$ cat src/rtl/mem_access_ctrl_pkg.sv
// Shared constants for the memory access controller: FSM state encodings,
// the default timeout and the byte-enable patterns that select the access
// path. The `define block is guarded so this header can be pulled into any
// compilation unit more than once.
`ifndef MEM_ACCESS_CTRL_DEFS
`define MEM_ACCESS_CTRL_DEFS
`define MAC_ST_IDLE          3'd0
`define MAC_ST_READ          3'd1
`define MAC_ST_MERGE         3'd2
`define MAC_ST_WRITE         3'd3
`define MAC_ST_RESP          3'd4
`define MAC_TIMEOUT_DEFAULT  64
`endif

package mem_access_ctrl_pkg;

    typedef enum logic [2:0] {
        ST_IDLE  = `MAC_ST_IDLE,
        ST_READ  = `MAC_ST_READ,
        ST_MERGE = `MAC_ST_MERGE,
        ST_WRITE = `MAC_ST_WRITE,
        ST_RESP  = `MAC_ST_RESP
    } mac_state_t;

    localparam int DEFAULT_TIMEOUT_CYCLES = `MAC_TIMEOUT_DEFAULT;

    // A store with every byte enabled needs no read; with none enabled it
    // needs no memory access at all.
    localparam logic [3:0] BE_ALL  = 4'hF;
    localparam logic [3:0] BE_NONE = 4'h0;

endpackage

$ cat src/rtl/mem_access_ctrl_merge.sv
// Combinational byte merge for read-modify-write stores: each byte of the
// result comes from the new store data when its enable is set, otherwise
// from the word read back from memory.
module byte_merge32 (
    input  logic [31:0] old_data,
    input  logic [31:0] new_data,
    input  logic [3:0]  be,
    output logic [31:0] merged
);

    function automatic logic [31:0] merge_bytes(
        input logic [31:0] o,
        input logic [31:0] n,
        input logic [3:0]  sel
    );
        logic [31:0] res;
        res = 32'h0000_0000;
        for (int i = 0; i < 4; i++) begin
            res[8*i +: 8] = sel[i] ? n[8*i +: 8] : o[8*i +: 8];
        end
        return res;
    endfunction

    assign merged = merge_bytes(old_data, new_data, be);

endmodule

$ cat src/rtl/mem_access_ctrl.sv
// Single-request memory access controller between a CPU port and a
// variable-latency RAM. Loads read once, full stores write once, partial
// stores do read / merge / write, and an all-zero byte-enable store
// completes without touching memory. Each memory phase is bounded by a
// timeout that completes the request with cpu_err set.
module mem_access_ctrl
    import mem_access_ctrl_pkg::*;
#(
    parameter int TIMEOUT_CYCLES = DEFAULT_TIMEOUT_CYCLES
) (
    input  logic        clk,
    input  logic        rst,
    input  logic        cpu_req,
    input  logic        cpu_we,
    input  logic [3:0]  cpu_be,
    input  logic [31:0] cpu_addr,
    input  logic [31:0] cpu_wdata,
    output logic [31:0] cpu_rdata,
    output logic        cpu_ack,
    output logic        cpu_err,
    output logic        cpu_busy,
    output logic        mem_en,
    output logic        mem_we,
    output logic [31:0] mem_addr,
    output logic [31:0] mem_wdata,
    input  logic [31:0] mem_rdata,
    input  logic        mem_finish
);

    // Counter wide enough to hold TIMEOUT_CYCLES-1.
    localparam int CNT_W = $clog2(TIMEOUT_CYCLES + 1);
    localparam logic [CNT_W-1:0] CNT_ZERO = CNT_W'(0);
    localparam logic [CNT_W-1:0] CNT_ONE  = CNT_W'(1);
    localparam logic [CNT_W-1:0] CNT_LAST = CNT_W'(TIMEOUT_CYCLES - 1);

    mac_state_t       state_r;
    logic             we_r;
    logic [3:0]       be_r;
    logic [31:0]      rd_r;       // word read back during a partial store
    logic [CNT_W-1:0] to_cnt_r;
    logic [31:0]      merged_s;

    // mem_addr and mem_wdata double as the latched address and store word;
    // the merge overwrites mem_wdata in place before the write phase.
    byte_merge32 u_merge (
        .old_data (rd_r),
        .new_data (mem_wdata),
        .be       (be_r),
        .merged   (merged_s)
    );

    // Controller FSM with all CPU- and memory-facing outputs registered.
    always_ff @(posedge clk or posedge rst) begin
        if (rst) begin
            state_r   <= ST_IDLE;
            we_r      <= 1'b0;
            be_r      <= 4'h0;
            rd_r      <= 32'h0000_0000;
            to_cnt_r  <= CNT_ZERO;
            cpu_rdata <= 32'h0000_0000;
            cpu_ack   <= 1'b0;
            cpu_err   <= 1'b0;
            cpu_busy  <= 1'b0;
            mem_en    <= 1'b0;
            mem_we    <= 1'b0;
            mem_addr  <= 32'h0000_0000;
            mem_wdata <= 32'h0000_0000;
        end else begin
            // Completion flags are single-cycle; only the RESP entry sets them.
            cpu_ack <= 1'b0;
            cpu_err <= 1'b0;
            case (state_r)
                ST_IDLE: begin
                    if (cpu_req) begin
                        we_r      <= cpu_we;
                        be_r      <= cpu_be;
                        mem_addr  <= cpu_addr;
                        mem_wdata <= cpu_wdata;
                        to_cnt_r  <= CNT_ZERO;
                        cpu_busy  <= 1'b1;
                        if (!cpu_we) begin
                            state_r <= ST_READ;
                            mem_en  <= 1'b1;
                            mem_we  <= 1'b0;
                        end else if (cpu_be == BE_ALL) begin
                            state_r <= ST_WRITE;
                            mem_en  <= 1'b1;
                            mem_we  <= 1'b1;
                        end else if (cpu_be == BE_NONE) begin
                            state_r <= ST_RESP;
                            cpu_ack <= 1'b1;
                        end else begin
                            state_r <= ST_READ;
                            mem_en  <= 1'b1;
                            mem_we  <= 1'b0;
                        end
                    end else begin
                        state_r <= ST_IDLE;
                    end
                end
                ST_READ: begin
                    if (mem_finish) begin
                        mem_en <= 1'b0;
                        if (we_r) begin
                            rd_r    <= mem_rdata;
                            state_r <= ST_MERGE;
                        end else begin
                            cpu_rdata <= mem_rdata;
                            cpu_ack   <= 1'b1;
                            state_r   <= ST_RESP;
                        end
                    end else if (to_cnt_r == CNT_LAST) begin
                        mem_en  <= 1'b0;
                        cpu_ack <= 1'b1;
                        cpu_err <= 1'b1;
                        state_r <= ST_RESP;
                    end else begin
                        to_cnt_r <= to_cnt_r + CNT_ONE;
                    end
                end
                ST_MERGE: begin
                    mem_wdata <= merged_s;
                    mem_en    <= 1'b1;
                    mem_we    <= 1'b1;
                    to_cnt_r  <= CNT_ZERO;
                    state_r   <= ST_WRITE;
                end
                ST_WRITE: begin
                    if (mem_finish) begin
                        mem_en  <= 1'b0;
                        mem_we  <= 1'b0;
                        cpu_ack <= 1'b1;
                        state_r <= ST_RESP;
                    end else if (to_cnt_r == CNT_LAST) begin
                        mem_en  <= 1'b0;
                        mem_we  <= 1'b0;
                        cpu_ack <= 1'b1;
                        cpu_err <= 1'b1;
                        state_r <= ST_RESP;
                    end else begin
                        to_cnt_r <= to_cnt_r + CNT_ONE;
                    end
                end
                ST_RESP: begin
                    cpu_busy <= 1'b0;
                    state_r  <= ST_IDLE;
                end
                default: begin
                    mem_en   <= 1'b0;
                    mem_we   <= 1'b0;
                    cpu_busy <= 1'b0;
                    state_r  <= ST_IDLE;
                end
            endcase
        end
    end

endmodule

$ cat config.mk
export PLATFORM = sky130hd
export DESIGN_NAME = mem_access_ctrl
export DESIGN_NICKNAME = d
export VERILOG_FILES = /design/src/rtl/mem_access_ctrl_pkg.sv /design/src/rtl/mem_access_ctrl_merge.sv /design/src/rtl/mem_access_ctrl.sv
export SDC_FILE = /design/constraint.sdc
export NUM_CORES = 1
export LEC_CHECK = 0
export ABC_AREA = 1
export CAP_MARGIN = 25
export CORE_ASPECT_RATIO = 0.9
export CORE_MARGIN = 4
export CORE_UTILIZATION = 46
export CTS_CLUSTER_SIZE = 16
export DETAILED_ROUTE_END_ITERATION = 12
export PLACE_DENSITY = 0.86
export SLEW_MARGIN = 20
export SYNTH_ARGS = -nofsm -noshare
export SYNTH_HDL_FRONTEND = slang
export SYNTH_SLANG_ARGS = --single-unit
$ cat constraint.sdc
create_clock -name clk -period 5.7 [get_ports clk]
set_input_delay 0.855 -clock clk [delete_from_list [all_inputs] [get_ports clk]]
set_output_delay 0.855 -clock clk [all_outputs]
set_load 0.02 [all_outputs]
# ---- Word-level counts from Yosys, hierarchy flattened
# Index checks and enable logic that the tools add are counted.
dict set report word_totals {
  register_bits 148
  latchBits 0
  mem_bits_rw 0
  romBits 0
  out_inout_bits 101
  n_memories 0
}
dict set report op_classes {
  addsub 1
  n_mul 0
  n_div 0
  magnitude_cmp 0
  n_eq_ne 16
  n_shift 0
  n_mux 44
  bitwise 4
  n_reduce_logical 18
}
# operator count
set op_table {}
lappend op_table {{one-hot mux 32 bit (2 select lines)} 1}
lappend op_table {{two-way mux 32 bit} 1}
lappend op_table {{two-way mux 8 bit} 4}
lappend op_table {{two-way mux 3 bit} 8}
lappend op_table {{two-way mux 1 bit} 21}
lappend op_table {{two-way mux 7 bit} 3}
lappend op_table {{one-hot mux 7 bit (3 select lines)} 1}
lappend op_table {{AND reduction 3 bit} 6}
lappend op_table {{inequality test 2 bit, second input constant} 7}
lappend op_table {{one-hot mux 3 bit (4 select lines)} 1}
lappend op_table {{AND reduction 4 bit} 3}
lappend op_table {{one-hot mux 1 bit (4 select lines)} 2}
lappend op_table {{adder 7 x 1 -> 7 bit, second input constant} 1}
lappend op_table {{== test 7 x 6 -> 1 bit, second input constant} 1}
lappend op_table {{== test 3 x 2 -> 1 bit, second input constant} 2}
lappend op_table {{== test 4 bit, second input constant} 1}
lappend op_table {{zero test 4 bit} 1}
lappend op_table {{inequality test 4 bit, second input constant} 1}
lappend op_table {{inverter 1 bit} 4}
lappend op_table {{AND reduction 2 bit} 2}
lappend op_table {{OR reduction 2 bit} 2}
lappend op_table {{== test 3 x 1 -> 1 bit, second input constant} 1}
lappend op_table {{== test 3 bit, second input constant} 1}
lappend op_table {{zero test 3 bit} 1}
lappend op_table {{other kinds (7)} 7}

# ---- Logic depth before layout (Yosys ltp)
dict set report depth {
  word_depth 6
  mapped_depth 9
  depth_no_buf 9
}

# ---- Modules after synthesis
# From an unflattened synthesis, not the netlist that was laid out.
dict set report hier_totals {
  hier_cells 788
  hier_area_um2 6561.3
}
# mod instances cells_each area_each_um2 seq_area_each_um2
set by_module_without_submodules {}
lappend by_module_without_submodules {mem_access_ctrl 1 684 6140.9 3703.6}
lappend by_module_without_submodules {byte_merge32 1 104 420.4 0.0}

# ---- Least setup slack after synthesis
# OpenSTA, ideal clock, no wires.
dict set report synth_timing {
  kind {input-to-reg}
  from {input cpu_be[0]}
  to {register mem_en}
  setup_time_ns 0.121
  arrival_time_ns 1.508
  required_ns 5.579
  slack_ns 4.071
  cell_stages 5
  path_buffers 0
  path_cell_list {or2_2 -> nor2_1 -> nand2_1 -> o21ai_1 -> nand2_1}
}
dict set report synth_between {
  elab_chain_cells 5
  word_cells_on_any_way 8
  cone_classes {2 x eq/ne; 4 x mux; 2 x reduce/logical}
}
# element line
set synth_rtl {}
lappend synth_rtl {{start: declaration} mem_access_ctrl.sv:15} ;# input logic [3:0] cpu_be,
lappend synth_rtl {{== test 4 bit} mem_access_ctrl.sv:85} ;# end else if (cpu_be == BE_ALL) begin
lappend synth_rtl {{two-way mux 1 bit} mem_access_ctrl.sv:85}
lappend synth_rtl {{two-way mux 1 bit} mem_access_ctrl.sv:81} ;# if (!cpu_we) begin
lappend synth_rtl {{two-way mux 1 bit} mem_access_ctrl.sv:74} ;# if (cpu_req) begin
lappend synth_rtl {{one-hot mux 1 bit (4 select lines)} mem_access_ctrl.sv:72} ;# case (state_r)
lappend synth_rtl {{end signal: assignment} mem_access_ctrl.sv:83} ;# mem_en <= 1'b1;
lappend synth_rtl {{end signal: assignment} mem_access_ctrl.sv:87} ;# mem_en <= 1'b1;
lappend synth_rtl {{end signal: assignment} mem_access_ctrl.sv:94} ;# mem_en <= 1'b1;
lappend synth_rtl {{end: declaration} mem_access_ctrl.sv:22} ;# output logic mem_en,
# Several ways; a longest one is shown, not always the timed one. The select of a mux whose other input is x is not followed.
# A chain may end at the register's enable or synchronous reset.

# ---- Final worst setup path
dict set report layout_timing {
  from {input cpu_req}
  to {register mem_wdata[30]}
}
dict set report layout_between {
  elab_chain_cells 2
}
# element line
set layout_rtl {}
lappend layout_rtl {{start: declaration} mem_access_ctrl.sv:13} ;# input logic cpu_req,
lappend layout_rtl {{inequality test 2 bit (no line)} -}
lappend layout_rtl {{AND reduction 3 bit (no line)} -}
lappend layout_rtl {{end signal: assignment} mem_access_ctrl.sv:78} ;# mem_wdata <= cpu_wdata;
lappend layout_rtl {{end signal: assignment} mem_access_ctrl.sv:122} ;# mem_wdata <= merged_s;
lappend layout_rtl {{end: declaration} mem_access_ctrl.sv:25} ;# output logic [31:0] mem_wdata,
# Every way passes these cells.

==> flow_metrics.py <==
metrics = {
    "drt": {
        "first_iter_violations": 350,
        "first_pass_iters": 5,
        "top_layer": "met4",
        "wl_met2_mm": 8.26,
        "routed_wl_mm": 16.9,
        "wl_met1_mm": 7.05,
        "vias_per_cell": 4.86,
        "wl_met3_mm": 1.18,
        "final_antenna_net_count": 0,
        "wl_per_cell_um": 15.0,
        "num_vias": 5466,
        "post-route-drc-count": 0,
    },
    "finish": {
        "nNetsFinal": 1050,
        "n_antenna_cell": 0,
        "area_delta_synth_final_pct": 43.2,
        "stdcell_area_um2": 9150,
        "drive_gt1_share_pct": 6.48,
    },
    "flow_run": {
        "max_cap_violations": 0,
    },
    "setup_path": {
        "cp-end-kind": "register",
        "critPathArrivalTime_ps": 3000,
        "crit_path_max_fanout": 44,
        "r2r_slack_ps": 3320,
        "endpoint": "mem_wdata[30]",
        "rr_worst_depth": 7,
        "r2r_start": "state_r[0]",
        "r2r_end": "mem_wdata[30]",
        "crit_path_start": "cpu_req",
        "cp_data_required_time_ps": 6050,
        "cp-start-kind": "primary input",
        "crit_type": "primary input to register",
    },
    "grt": {
        "antenna_found_initial": 0,
        "grt_max_degree": 108,
        "gr-total-overflow": 0,
        "grt.total_usage_pct": 22.1,
        "grt_pass1_vias": 5571,
        "grt_first_pass_wirelength_mm": 27.7,
    },
    "status": {
        "status": "finished, final reports clean",
    },
    "sta": {
        "rsz0062_at_grt": "false",
        "tightest_slew_ps": 852,
        "finalClockSkew_ps": 7.51,
        "finalCritPeriodShare_pct": 46.5,
        "finalWorstSetupSlack_ps": 3050,
        "finalSetupTns_ps": 0,
        "finalSetupViolations": 0,
        "period_needed_ps": 2650,
        "max-slew-margin-rel_pct": 43.1,
        "hold_viol_final": 0,
        "fmax_mhz": 377,
        "slew_viol_final": 0,
    },
    "placement": {
        "post-place-ws_ps": 2620,
        "dp_hpwl_mm": 11.3,
        "place_area_um2": 8440,
        "gp_congestion": 0.836,
        "io_buffers": 205,
    },
    "clock_tree": {
        "clk_latency_ps": 420,
        "cts_tree": "built",
        "cts-root-buf": "clkbuf_16",
        "cts.repair.resized": 0,
        "clk_pin_slew_ps": 60,
        "clockBufferDepth": 2,
        "cts_buffers": 17,
        "cts_sinks": 148,
        "hold_buffers": 0,
        "htreeDepth": 4,
        "post_cts_buffers": 0,
    },
    "synth": {
        "ys_types": 30,
        "ys_ff_latch": 148,
        "synthTopCellsByArea": "dfrtp_1 (58%), nand2_1 (20%), inv_1 (4.6%)",
        "synth_top_flop_cell": "dfrtp_1",
        "seq_area_frac_synth_pct": 57.9,
        "avgSynthCellArea_um2": 8.53,
        "yosys.area.top_type": "dfrtp_1",
        "netlist_area_um2": 6390,
        "synth_fp_nets": 855,
        "synthArstFlopShare_pct": 100,
        "synthCells": 749,
        "synth-edff-count": 0,
        "yosys_warnings": 0,
        "yosysTopAreaCellShare_pct": 57.9,
    },
    "die": {
        "die_area_um2": 15800,
        "ios": 206,
        "row_count": 40,
        "die_x_um": 132,
        "dieHeight_um": 120,
        "initial_core_util_pct": 47.5,
        "core_um2": 13500,
    },
    "power_and_ir_drop": {
        "finalPower_uw": 5320,
        "p_leak_uw": 0.00449,
        "power.density_nw_per_um2": 581,
        "vdd_drop_max_mv": 0.334,
    },
    "min_path": {
        "min_from": "mem_addr[24]",
        "min_path_type": "register to register",
    },
}
-- report_power, final --
| group | switching (uW) | total [uW] | internal [uW] |
|---|---|---|---|
| clock network | 449 | 1270 | 824 |
| registers | 284 | 1810 | 1530 |
| logic | 1290 | 2240 | 944 |
-- through the flow --
step | utilization, % | instances | hold slack [ps]
floorplan | - | 749 | 453
global placement | 62.7 | 1092 | 452
detailed placement | 62.7 | 1092 | 458
CTS | 67.8 | 1124 | 473
global route | 68.0 | 1125 | 490
finish | 68.0 | 1125 | 471
-- registers in the layout, summed over array words and instances (netlist names) --
name / count
mem_we: 1
rd_r: 32
mem_wdata: 32
mem_en: 1
mem_addr: 32
state_r: 3
we_r: 1
be_r: 4
cpu_ack: 1
to_cnt_r: 7
cpu_rdata: 32
cpu_err: 1
cpu_busy: 1
-- cells by family (layout without fill, tap and decap cells) --
logic type / count (synthesis) / in the layout / synth area share [%]
flip-flops: 148 / 148 / 57.9
XOR/XNOR: 2 / 2 / 0.274
AND/OR/NAND/NOR: 370 / 370 / 22.7
AO/OA/AOI/OAI: 116 / 116 / 10.5
adder cells (fa/ha/maj): 1 / 1 / 0.196
buffers and inverters: 112 / 320 / 8.44
-- layer usage --
layer	global-route usage [%]	vias up
met1	27.6	2537
met3	6.08	31
met2	36.2	192
li1	-	2706
met5	0	-
met4	9.55	0
-- synth_stat cells (2+ instances only) --
library cell    n
nand2_1       335
dfrtp_1       148
inv_1          78
o21ai_1        50
o21ai_0        48
buf_2          11
nor2_1         11
buf_6          10
o21ai_2        10
nand3_1         9
buf_4           7
nand4_1         4
o21ai_4         4
nand2_2         3
a21oi_1         2
clkbuf_1        2
nor2_4          2
or2_2           2
xor2_1          2
-- final cells by class --
class / instances / area [um2]
sequential: 148 / 3700
inverter: 80 / 308
fill: 1015 / 4310
multi-input combinational: 489 / 2160
clock buffer: 17 / 425
tap: 168 / 210
timing repair buffer: 208 / 2090
clock inverter: 15 / 253
-- worst max-delay path, cell delays in order --
cell	delay, ps
clkdlybuf4s50_1	450
inv_1	70
nor2_4	670
inv_4	420
o21ai_4	290
nand2_1	110
o21ai_1	100
-- layout by cell type, fill, tap and decap left out, types with 3 or more instances in the layout --
cell type and n:
clkbuf_16 17, o21ai_1 50, clkdlybuf4s50_1 205, inv_1 77
nand2_1 335, clkinvlp_4 5, nor2_1 11, bufinv_16 6
nand4_1 4, inv_6 3, o21ai_2 10, o21ai_4 4
dfrtp_1 148, o21ai_0 48, nand3_1 8
-- how the worst min path moves through the flow --
| stage | slack [ps] | cells past startpoint | endpoint |
|---|---|---|---|
| after global routing | 490 | 2 | mem_en |
| after detailed placement | 460 | 2 | mem_addr[4] |
| after floorplan | 450 | 2 | rd_r[0] |
| final | 470 | 2 | mem_addr[24] |
| after global placement | 450 | 2 | mem_addr[6] |
| after CTS | 470 | 2 | mem_addr[4] |
(Power assumes the default switching activity.)
==> patch: new RTL, config.mk and constraints unchanged <==
Make the reset (`rst`) synchronous in one clocked block.
--- a/src/rtl/mem_access_ctrl.sv
+++ b/src/rtl/mem_access_ctrl.sv
@@ -50,7 +50,7 @@
     );
 
     // Controller FSM with all CPU- and memory-facing outputs registered.
-    always_ff @(posedge clk or posedge rst) begin
+    always_ff @(posedge clk) begin
         if (rst) begin
             state_r   <= ST_IDLE;
             we_r      <= 1'b0;
Behaviour: differs if rst is asserted again (counterexample within 4 cycles, from zero or initial values and one cycle with rst high); with rst held inactive, the same outputs for 4 cycles.
==> patch against the original RTL <==
Routed wire length increased by 0.54%; sequential share of layout area decreased by 6.3 points; final area decreased by 5.2%; sequential cell count unchanged; synthesized area decreased by 7.5%; setup slack improved by 0.084 ns; worst hold slack got worse by 0.024 ns; core utilization increased by 0.67 points; highest routed layer unchanged; die area decreased by 7.0%; critical path type unchanged; first-iteration DRC count increased by 51%; maximum frequency increased by 3.3%; critical endpoint is now rd_r[15].
Power is not compared: it rests on default switching activity, and its combinational part moved more than twofold at a synthesized area within 25%.
==> patch: results <==
group,metric,value,unit
global_routing,met3_usage,5.71,%
global_routing,use_met2,37.1,%
setup_path,arrival,2.92,ns
setup_path,rr_startpoint,"state_r[1]",
synth,async_reset_ff_share,0,%
global_routing,grt_pass1_vias,5421,
clocking,post-cts-setup-buffers,0,
placed_design,dp_slack,2.26,ns
sta,clock_skew,0.00641,ns
cells_and_area,regArea,0.00296,mm2
sta,worstMarginPinSlew,0.642,ns
cells_and_area,drive_gt1_share,6.73,%
setup_path,r2r_slack,3.65,ns
cells_and_area,fill_cells,1001,
worst_hold_path,whs_endpoint,"rd_r[8]",
worst_hold_path,min-delay-start,"rd_r[8]",
routing,drt-initial-drc-count,527,
routing,top_layer,"met4",
sta,hold-worst-slack,0.447,ns
synth,ys_top_cells_by_count,"nor2_1, dfxtp_1, o21ai_0",
setup_path,crit_end,"rd_r[15]",
setup_path,path_max_fanout,80,
placed_design,routabilityCongestion,0.852,
placed_design,place_area,0.00796,mm2
synth,synthAdderAreaFrac,0.212,%
synth,synthTopCellsByArea,"dfxtp_1, nor2_1, o21ai_0, nand2_1, a21oi_1",
synth,syn_nets,905,
synth,avgSynthCellArea,7.40,um2
global_routing,grt_max_degree,94,
setup_path,slowest_stage,"clkdlybuf4s50_1",
setup_path,worst_setup_path_startpoint,"rst",
setup_path,crit_family,"buffers and inverters",
routing,post_drt_wl_per_cell,14.7,um
placed_design,dp_hpwl,11500,um
synth,synth.distinct_cells,32,
global_routing,grt_pass1_wl,26900,um
worst_hold_path,whs_path_depth,2,
routing,vias,5837,
routing,viasPerCell,5.03,
sta,setup_ws,3.13,ns
global_routing,grt_usage,22.7,%
routing,wl_met2,8040,um
global_routing,grt_use_met1,28.7,%
synth,seq_area_frac_synth,50.1,%
setup_path,timing.rr.end,"mem_wdata[0]",
clocking,cts_buffers,17,
clocking,htree_levels,4,
routing,wl_met3,1050,um
routing,met1_length,7410,um
synth,ys_warn_count,0,
placed_design,placedCellCount,1126,
power,p_switching,0.796,mW
synth,synth_xor_area_share,0,%
synth,synth_compound_area_share,18.8,%
outcome,status,"complete, no violations",
==> patch: cell types whose count changed in the layout (fill, tap and decap cells not counted), sizes merged, moves of 5 or more <==
cell	delta
inv	-32
nand3	+5
dfxtp	+148
dfrtp	-148
a21oi	+41
nand2	-245
o21ai	+48
clkinv	+5
nor2	+220
==> patch: power groups by stage <==
stage	Sequential, mW	Clock (mW)	Combinational [mW]
final	1.17	1.27	0.572
after global routing	1.18	1.33	0.619
after CTS	1.17	1.29	0.571
after detailed placement	1.19	0	0.566
after global placement	1.19	0	0.558
after floorplan	1.28	0	0.202
==> patch: kinds of logic after synthesis <==
logic type	after synthesis
simple gates	348
flops	148
compound gates	207
fa+ha+maj	1
buf+inv	95
==> patch: final cells by class <==
class / instances / area share (%)
inverters: 51 / 2.28
multi-input cells: 556 / 29.1
clock buffers: 19 / 5.22
flip-flops and latches: 148 / 34.1
clock inverters: 13 / 2.64
well taps: 164 / 2.36
repair buffers: 209 / 24.2
